**src/rtl/blockade_pkg.sv**
```systemverilog
// Shared definitions for the Blockade host-side ioctl blocks.
package blockade_pkg;

    typedef enum logic [1:0] {
        IDLE,
        PAUSE,
        READY,
        READ
    } state_t;

    localparam int          IOCTL_ADDR_W = 25;
    localparam logic [7:0]  IDX_ROM      = 8'd0;
    localparam logic [7:0]  IDX_UPLOAD   = 8'd4;

endpackage

```
**src/rtl/blockade_upload.sv**
```systemverilog
// Upload responder: pauses the game CPU and serves work-RAM bytes to the host
// over the ioctl bus, stretching each read with ioctl_wait until data is valid.
module blockade_upload
    import blockade_pkg::*;
#(
    parameter logic [7:0] UPLOAD_INDEX = IDX_UPLOAD,
    parameter int         RAM_AW       = 10,
    parameter int         RAM_SIZE     = 1024,
    parameter int         RAM_LATENCY  = 1,
    parameter logic [7:0] FILL         = 8'hFF
) (
    input  logic                    clk_sys,
    input  logic                    reset,
    input  logic                    ioctl_upload,
    input  logic [7:0]              ioctl_index,
    input  logic                    ioctl_rd,
    input  logic [IOCTL_ADDR_W-1:0] ioctl_addr,
    output logic [7:0]              ioctl_din,
    output logic                    ioctl_wait,
    output logic                    pause_req,
    input  logic                    pause_ack,
    output logic [RAM_AW-1:0]       ram_addr,
    output logic                    ram_rd,
    input  logic [7:0]              ram_data,
    output logic                    proto_err
);

    localparam logic [IOCTL_ADDR_W-1:0] RAM_LIMIT = IOCTL_ADDR_W'(RAM_SIZE);
    localparam logic [2:0]              LAT_INIT  = 3'(RAM_LATENCY);

    state_t            state_q;
    logic              start;
    logic              start_q;
    logic [7:0]        din_q;
    logic              wait_q;
    logic              pause_req_q;
    logic [RAM_AW-1:0] ram_addr_q;
    logic              ram_rd_q;
    logic              proto_err_q;
    logic [2:0]        cnt_q;

    assign start = ioctl_upload && (ioctl_index == UPLOAD_INDEX);

    // start_q comes out of reset high so a session already running at reset
    // release is ignored until it drops and is raised again.
    always_ff @(posedge clk_sys or posedge reset) begin
        if (reset) begin
            state_q     <= IDLE;
            start_q     <= 1'b1;
            din_q       <= 8'h00;
            wait_q      <= 1'b0;
            pause_req_q <= 1'b0;
            ram_addr_q  <= '0;
            ram_rd_q    <= 1'b0;
            proto_err_q <= 1'b0;
            cnt_q       <= 3'd0;
        end else begin
            start_q  <= start;
            ram_rd_q <= 1'b0;
            if (ioctl_rd && wait_q) begin
                proto_err_q <= 1'b1;
            end
            // Session end beats everything else, including a same-cycle read.
            if (state_q != IDLE && !start) begin
                state_q     <= IDLE;
                pause_req_q <= 1'b0;
                wait_q      <= 1'b0;
            end else begin
                case (state_q)
                    IDLE: begin
                        if (start && !start_q) begin
                            pause_req_q <= 1'b1;
                            wait_q      <= 1'b1;
                            state_q     <= PAUSE;
                        end
                    end
                    PAUSE: begin
                        if (pause_ack) begin
                            wait_q  <= 1'b0;
                            state_q <= READY;
                        end
                    end
                    READY: begin
                        if (ioctl_rd) begin
                            if (ioctl_addr < RAM_LIMIT) begin
                                ram_addr_q <= ioctl_addr[RAM_AW-1:0];
                                ram_rd_q   <= 1'b1;
                                wait_q     <= 1'b1;
                                cnt_q      <= LAT_INIT;
                                state_q    <= READ;
                            end else begin
                                din_q <= FILL;
                            end
                        end
                    end
                    READ: begin
                        // Counter reaches zero on the edge the RAM data is valid.
                        if (cnt_q == 3'd0) begin
                            din_q   <= ram_data;
                            wait_q  <= 1'b0;
                            state_q <= READY;
                        end else begin
                            cnt_q <= cnt_q - 3'd1;
                        end
                    end
                    default: state_q <= IDLE;
                endcase
            end
        end
    end

    assign ioctl_din  = din_q;
    assign ioctl_wait = wait_q;
    assign pause_req  = pause_req_q;
    assign ram_addr   = ram_addr_q;
    assign ram_rd     = ram_rd_q;
    assign proto_err  = proto_err_q;

endmodule

```
**config.mk**
```make
export PLATFORM = sky130hd
export DESIGN_NAME = blockade_upload
export DESIGN_NICKNAME = d
export VERILOG_FILES = /design/src/rtl/blockade_pkg.sv /design/src/rtl/blockade_upload.sv
export SDC_FILE = /design/constraint.sdc
export NUM_CORES = 1
export LEC_CHECK = 0
export ABC_AREA = 1
export BUFFER_PORTS_ARGS = -buffer_cell sky130_fd_sc_hd__buf_4
export CORE_ASPECT_RATIO = 0.8
export CORE_UTILIZATION = 49
export CTS_CLUSTER_DIAMETER = 60
export DETAILED_ROUTE_END_ITERATION = 12
export GPL_ROUTABILITY_DRIVEN = 0
export PLACE_DENSITY = 0.84
export SLEW_MARGIN = 20
export SYNTH_ARGS = -nofsm -noshare
export SYNTH_HDL_FRONTEND = slang
export SYNTH_SLANG_ARGS = --single-unit
```
**constraint.sdc**
```tcl
create_clock -name clk_sys -period 3.3 [get_ports clk_sys]
set_input_delay 0.165 -clock clk_sys [delete_from_list [all_inputs] [get_ports clk_sys]]
set_output_delay 0.165 -clock clk_sys [all_outputs]
set_load 0.005 [all_outputs]
```
==> run summary, run 1 <==
Status -> completed
# fillers -> 230
Largest net degree at the start of global routing -> 29
Slew at the pin closest to its max-slew limit -> 562 ps
Fmax -> 0.600 GHz
Sequential share of the synthesized area -> 0.490
Hpwl dp -> 2360 um
Hold Buf Count CTS -> 0
DR WL/cell -> 10.3 um
PortBufs -> 67
Clk Tree Root Cell -> clkbuf_4
Row Count -> 17
Final setup viols -> 0
RSZ-0062 raised after global routing -> false
Starting density of the core -> 0.519
DIE HEIGHT -> 50.4 um
Die Wd -> 62.5 um
Max Clock Skew -> 2.20 ps
P&R area growth vs syn -> 38.3%
WS Path Type -> flip-flop to flip-flop
Most used DFF post-synth -> dfrtp_1
Nets -> 298
Crit. End Element -> flip-flop
Final core occ -> 0.717
Reg2reg setup slack -> 1630 ps
Yosys reg bits -> 28
Resize count post-CTS -> 0
Critical Path Fanout Max -> 16
Layout cells sized above 1 -> 0.357
Iteration-0 DRC count of the detailed router -> 26
Vias -> 1297
Ys async rst share -> 1.00
Post-CTS setup repair buffer count -> 0
Total routed wirelength -> 2960 um
Skew-Pair Late Insertion Delay -> 320 ps
Critical path startpoint category -> flip-flop
Syn avg cell area -> 7.88 um^2
Crit path DAT -> 1900 ps
Distinct cells, synth -> 25
First-pass GRT wire length -> 5350 um
CTS Buf Count -> 3
Slew Limit Fails -> 0
GRT Util Overall -> 0.218
Worst Hold Class -> input port to flip-flop
Crit share post-route -> 0.505
Die area -> 3150 um^2
Initial antenna violation count -> 0
Number of synthesized flops with an enable pin -> 0
VDD IR max -> 0.236 mV
Ys Warns -> 0
Cells after Synth -> 182
CTS max path bufs -> 2
Remaining DRCs -> 0
Cell area after synthesis -> 1430 um^2
Worst relative slew slack -> 0.624
Antenna diodes -> 0
Mapped Nets -> 230
Clock transition at path regs -> 140 ps
Core area -> 2770 um^2
Clk sinks -> 28
Leakage power -> 1.05 nW
Power Density -> 293 nW/um^2
Io pins -> 68
Antenna viol nets, final -> 0
Min Tclk post-route -> 1670 ps
CTS tree -> built
H-tree depth -> 1
Drt pass-1 iters -> 4
Remaining global-route overflow -> 0
Total of max-cap violations -> 0
Worst EP required -> 3530 ps
Fin Setup TNS -> 0 ps
Number of global-route vias before repair -> 1240
Post-DR vias/cell -> 4.52
Hold violation count in the final report -> 0
cells in the mapped netlist (2+ instances only):
| cell type | count | share of area |
|---|---|---|
| inv_2 | 5 | 0.013 |
| buf_6 | 2 | 0.016 |
| or2_1 | 7 | 0.031 |
| nand3b_1 | 2 | 0.010 |
| nand2_1 | 64 | 0.17 |
| buf_2 | 3 | 0.010 |
| ha_1 | 2 | 0.017 |
| inv_1 | 24 | 0.063 |
| dfrtp_1 | 27 | 0.47 |
| nand3_1 | 4 | 0.014 |
| o21ai_2 | 2 | 0.012 |
| o21ai_1 | 11 | 0.038 |
| nor2_2 | 2 | 0.0087 |
| nand2_2 | 2 | 0.0087 |
| nor2_1 | 13 | 0.034 |
| or2_2 | 3 | 0.013 |
path summary, 6_finish.rpt:
kind | start | end | depth (start not counted)
setup / recovery | state_q[1] | ioctl_din[5] | 8
hold / removal | ioctl_addr[3] | ram_addr[3] | 3
setup reg to reg | state_q[1] | ioctl_din[5] | 8
hold reg to reg | proto_err | proto_err | 1
max in group asynchronous | reset | start_q | 3
min in group asynchronous | reset | ioctl_din[3] | 3
per-layer routing:
metal / GRT usage / wire length (um) / share of wire
met1: 0.280 / 1370 / 0.46
met2: 0.362 / 1410 / 0.48
met3: 0.0568 / 137 / 0.046
met4: 0.0659 / 50 / 0.017
met5: 0 / 0 / 0
cell usage in the layout, fill, tap and decap left out, types with 2 or more instances in the layout:
master,Yosys,final
inv_2,5,6
nand2_2,2,2
nand3b_1,2,2
o21ai_2,2,2
nor2_2,2,2
nand2_1,64,64
o21ai_1,11,11
nor2_1,13,13
dfrtp_1,27,27
nand3_1,4,4
or2_2,3,3
or2_1,7,7
inv_1,24,23
ha_1,2,2
buf_4,0,67
clkbuf_4,0,3
state kept, by name, summed over array words and instances, names as in the netlist:
register    count
ram_addr       10
ioctl_din       8
cnt_q           3
state_q         2
ioctl_wait      1
pause_req       1
proto_err       1
ram_rd          1
start_q         1
logic make-up after synthesis:
kind of cell	share of synthesized area
flops	0.490
xor+xnor	0.00611
compound gates	0.0637
simple gates	0.321
buf+inv	0.102
fa+ha+maj	0.0174
area by class of cell:
cell class / count / area [um^2] / area share
clock buffer: 4 / 26.3 / 0.0132
inverter: 29 / 109 / 0.0549
multi-input combinational: 120 / 586 / 0.295
sequential: 28 / 702 / 0.354
tap: 38 / 47.5 / 0.0240
timing repair buffer: 68 / 513 / 0.259
worst max-delay path, cell delays in order (launching register included):
cell     delay, ps
dfrtp_1        490
nand2_1        270
inv_1          100
nand2_1         70
nand2_1         60
inv_1           90
nand4_4        240
o21ai_1        200
inv_1           50
metrics by stage:
| stage | power, W | std cells | area, um^2 | setup WS [ps] | hold slack [ps] |
|---|---|---|---|---|---|
| 2_1_floorplan | 0.000388 | 182 | 1430 | 1910 | 230 |
| 3_3_place_gp | 0.000444 | 282 | 1950 | 1710 | 362 |
| 3_5_place_dp | 0.000446 | 282 | 1950 | 1640 | 365 |
| 4_1_cts | 0.000586 | 286 | 1970 | 1640 | 20.4 |
| 5_1_grt | 0.000613 | 287 | 1980 | 1420 | 11.7 |
| 6_report | 0.000581 | 287 | 1980 | 1630 | 24.5 |
power breakdown:
| part | internal [W] | leakage [nW] | switching, W |
|---|---|---|---|
| Clock | 0.0000474 | 0.0150 | 0.0000939 |
| Combinational | 0.0000508 | 0.701 | 0.0000291 |
| Sequential | 0.000352 | 0.338 | 0.00000794 |
Note: power is estimated with default switching activity, not from simulation.
==> run 2, diff against run 1 <==
--- a/config.mk
+++ b/config.mk
@@ -5,14 +5,14 @@
 export SDC_FILE = /design/constraint.sdc
 export NUM_CORES = 1
 export LEC_CHECK = 0
-export ABC_AREA = 1
+export ABC_AREA = 0
 export BUFFER_PORTS_ARGS = -buffer_cell sky130_fd_sc_hd__buf_4
 export CORE_ASPECT_RATIO = 0.8
-export CORE_UTILIZATION = 49
+export CORE_UTILIZATION = 40
 export CTS_CLUSTER_DIAMETER = 60
 export DETAILED_ROUTE_END_ITERATION = 12
 export GPL_ROUTABILITY_DRIVEN = 0
-export PLACE_DENSITY = 0.84
+export PLACE_DENSITY = 0.74
 export SLEW_MARGIN = 20
 export SYNTH_ARGS = -nofsm -noshare
 export SYNTH_HDL_FRONTEND = slang
==> constraint.sdc (replaced) <==
create_clock -name clk_sys -period 1.45 [get_ports clk_sys]
set_input_delay 0.0725 -clock clk_sys [delete_from_list [all_inputs] [get_ports clk_sys]]
set_output_delay 0.0725 -clock clk_sys [all_outputs]
set_load 0.005 [all_outputs]
==> run summary, run 2 <==
Status -> finished with violations
Violated checks -> negative setup slack
Most common cell in the netlist -> dfrtp_1
Skew-Pair Late Insertion Delay -> 270 ps (-50 ps)
Final worst slack -> -172 ps (-1810 ps)
Ys Warns -> 0 (unchanged)
Crit. End Element -> flip-flop
Worst relative slew slack -> 0.763 (+0.138)
Worst EP required -> 1610 ps (-1920 ps)
Fin Setup TNS -> -2550 ps (-2550 ps)
Int Pwr -> 0.00128 W (+190%)
Slew Limit Fails -> 0 (unchanged)
Ys async rst share -> 1.00 (unchanged)
Leakage power -> 1.10 nW (+4.5%)
Min Tclk post-route -> 1620 ps (-43.8 ps)
Sequential share of the synthesized area -> 0.518 (+0.0280)
Row Count -> 18 (+1)
Cell Count, Final, Fillers Out -> 250 (-13%)
Flop pwr share -> 0.507 (-0.112)
Remaining global-route overflow -> 0 (unchanged)
Critical path startpoint category -> flip-flop
Layout cells sized above 1 -> 0.638 (+0.281)
Distinct cells, synth -> 37 (+48%)
H-tree depth -> 1 (unchanged)
Io pins -> 68 (unchanged)
Initial antenna violation count -> 0 (unchanged)
Fmax -> 0.617 GHz (+2.7%)
Max Clock Skew -> 6.29 ps (+4.09 ps)
Total routed wirelength -> 3750 um (+27%)
Slew at the pin closest to its max-slew limit -> 356 ps (-207 ps)
Synth top cells by count -> dfrtp_1, nor2_1, a21oi_1
Clk sinks -> 28 (unchanged)
Nets -> 259 (-13%)
Placed Cells -> 240 (-15%)
Most used DFF post-synth -> dfrtp_1
Total of max-cap violations -> 0 (unchanged)
CTS tree -> built
Power Density -> 701 nW/um^2 (+140%)
Critical Path Fanout Max -> 4 (-12)
Post-DR vias/cell -> 5.03 (+11%)
P&R area growth vs syn -> 67.1%
PortBufs -> 67 (unchanged)
Cells after Synth -> 124 (-32%)
Remaining DRCs -> 0 (unchanged)
First-pass GRT wire length -> 5600 um (+4.6%)
Die area -> 3630 um^2 (+15%)
Worst Hold Class -> input port to flip-flop
Drt pass-1 iters -> 4 (unchanged)
Number of flip-flops in the largest register -> 10 (unchanged)
# fillers -> 251 (+9.1%)
CTS max path bufs -> 2 (unchanged)
Yosys reg bits -> 28 (unchanged)
DR WL/cell -> 15.0 um (+45%)
Hpwl dp -> 2590 um (+9.7%)
Crit share post-route -> 1.12 (+0.614)
Hold violation count in the final report -> 0 (unchanged)
GRT Util Overall -> 0.217 (-0.000586)
Post-route cell area -> 2270 um^2 (+14%)
CTS Buf Count -> 3 (unchanged)
WS Path Type -> flip-flop to flip-flop
Clock transition at path regs -> 90 ps (-50 ps)
Clk Tree Root Cell -> clkbuf_8
Vias -> 1258 (-3.0%)
Antenna viol nets, final -> 0 (unchanged)
Overall Power -> 0.00159 W (+170%)
Largest area contributor in the netlist -> dfrtp_1
Post-DP Area -> 1980 um^2 (+1.7%)
Final core occ -> 0.719 (+0.00146)
Largest net degree at the start of global routing -> 29 (unchanged)
Starting density of the core -> 0.430 (-0.0884)
P_sw -> 0.000306 W (+130%)
Cell area after synthesis -> 1360 um^2 (-5.4%)
Syn avg cell area -> 10.9 um^2 (+39%)
Mapped Nets -> 172 (-25%)
Die Wd -> 67.1 um (+7.4%)
DIE HEIGHT -> 54.1 um (+7.3%)
Dominant cells by area after synthesis -> dfrtp_1, mux2_1, nor2_1
Number of synthesized flops with an enable pin -> 0 (unchanged)
RSZ-0062 raised after global routing -> true
Antenna diodes -> 0 (unchanged)
VDD IR max -> 0.695 mV (+190%)
Most frequent cells in the layout -> buf_4, dfrtp_1, nor2_1
Commonest non-fill, non-tap cell in the layout -> buf_4
Crit path DAT -> 1780 ps (-120 ps)
Number of global-route vias before repair -> 1200 (-3.2%)
Top-area cell type share of the netlist area -> 0.498 (+0.0270)
Core area -> 3150 um^2 (+14%)
Iteration-0 DRC count of the detailed router -> 36 (+38%)
Combinational Power Share -> 0.113 (-0.025)
Sw frac -> 0.193 (-0.0327)
Final setup viols -> 21 (+21)
Reg2reg setup slack -> -170 ps (-1810 ps)
Clock group share of total power -> 0.380 (+0.137)
[run 2: cell count changes after synthesis, sizes merged, moves of 4 or more]
cell	change
nor2	+6
nand2	-60
a21oi	+13
nor4	+4
mux2	+10
inv	-23
o21ai	-7
or2	-9
[run 2: cell families (layout without fill, tap and decap cells)]
logic type                 Yosys count  in the layout  share of synthesized area
adders and majority gates            2              2                     0.0184
AOI/OAI and AO/OA                   26             26                      0.119
muxes                               10             10                     0.0830
buffers and inverters               12             98                     0.0563
and+or+nand+nor                     46             46                      0.206
DFF                                 28             28                      0.518
[run 2: metrics by stage]
step,hold slack (ps),worst slack (ps)
4_1_cts,15.3,-127
6_report,23.5,-172
3_5_place_dp,166,-192
5_1_grt,17.1,-234
3_3_place_gp,161,-87.8
2_1_floorplan,137,-62.3
[run 2: final timing paths]
check	to	startpoint	cells after the start
max in group asynchronous	start_q	reset	4
max reg2reg	cnt_q[2]	cnt_q[1]	6
max	cnt_q[2]	cnt_q[1]	6
min in group asynchronous	ioctl_din[4]	reset	4
min	ram_addr[7]	ioctl_addr[7]	2
min reg2reg	proto_err	proto_err	1
[run 2: final cells by class]
type	instances	area, um^2	area share
multi-input cells	84	722	0.319
flip-flops and latches	28	703	0.310
repair buffers	87	692	0.305
well taps	40	50.0	0.0221
clock buffers	3	41.3	0.0182
clock inverters	1	30.0	0.0133
inverters	7	27.5	0.0121
[run 2: timing repair]
action,in CTS,in global routing
buffers inserted,4,0
endpoints found under the setup margin,21,22
endpoints found under the hold margin,27,0
cloned,1,0
pin swaps,4,1
hold buffers,1,0
gates resized for setup,25,16
[run 2: power groups by stage]
stage / clock network, W / logic (W) / registers [W]
after global placement: 0 / 0.000170 / 0.000821
after detailed placement: 0 / 0.000176 / 0.000822
after global routing: 0.000640 / 0.000193 / 0.000808
final: 0.000603 / 0.000180 / 0.000806
after floorplan: 0 / 0.0000372 / 0.000821
after CTS: 0.000620 / 0.000180 / 0.000807
[run 2: layer usage]
layer | track usage | vias up | routed length [um] | part of all wire
li1 | - | 605 | - | -
met1 | 0.259 | 600 | 1570 | 0.42
met2 | 0.392 | 49 | 1920 | 0.51
met3 | 0.0487 | 4 | 230 | 0.061
met4 | 0.0638 | 0 | 36 | 0.0096
met5 | 0 | - | 0 | 0
[run 2: critical path: stages (launching register included)]
cell	delay (ps)
dfrtp_1	380
inv_2	70
ha_4	170
a311o_1	320
a311o_2	360
o21ai_2	130
o21ai_1	70
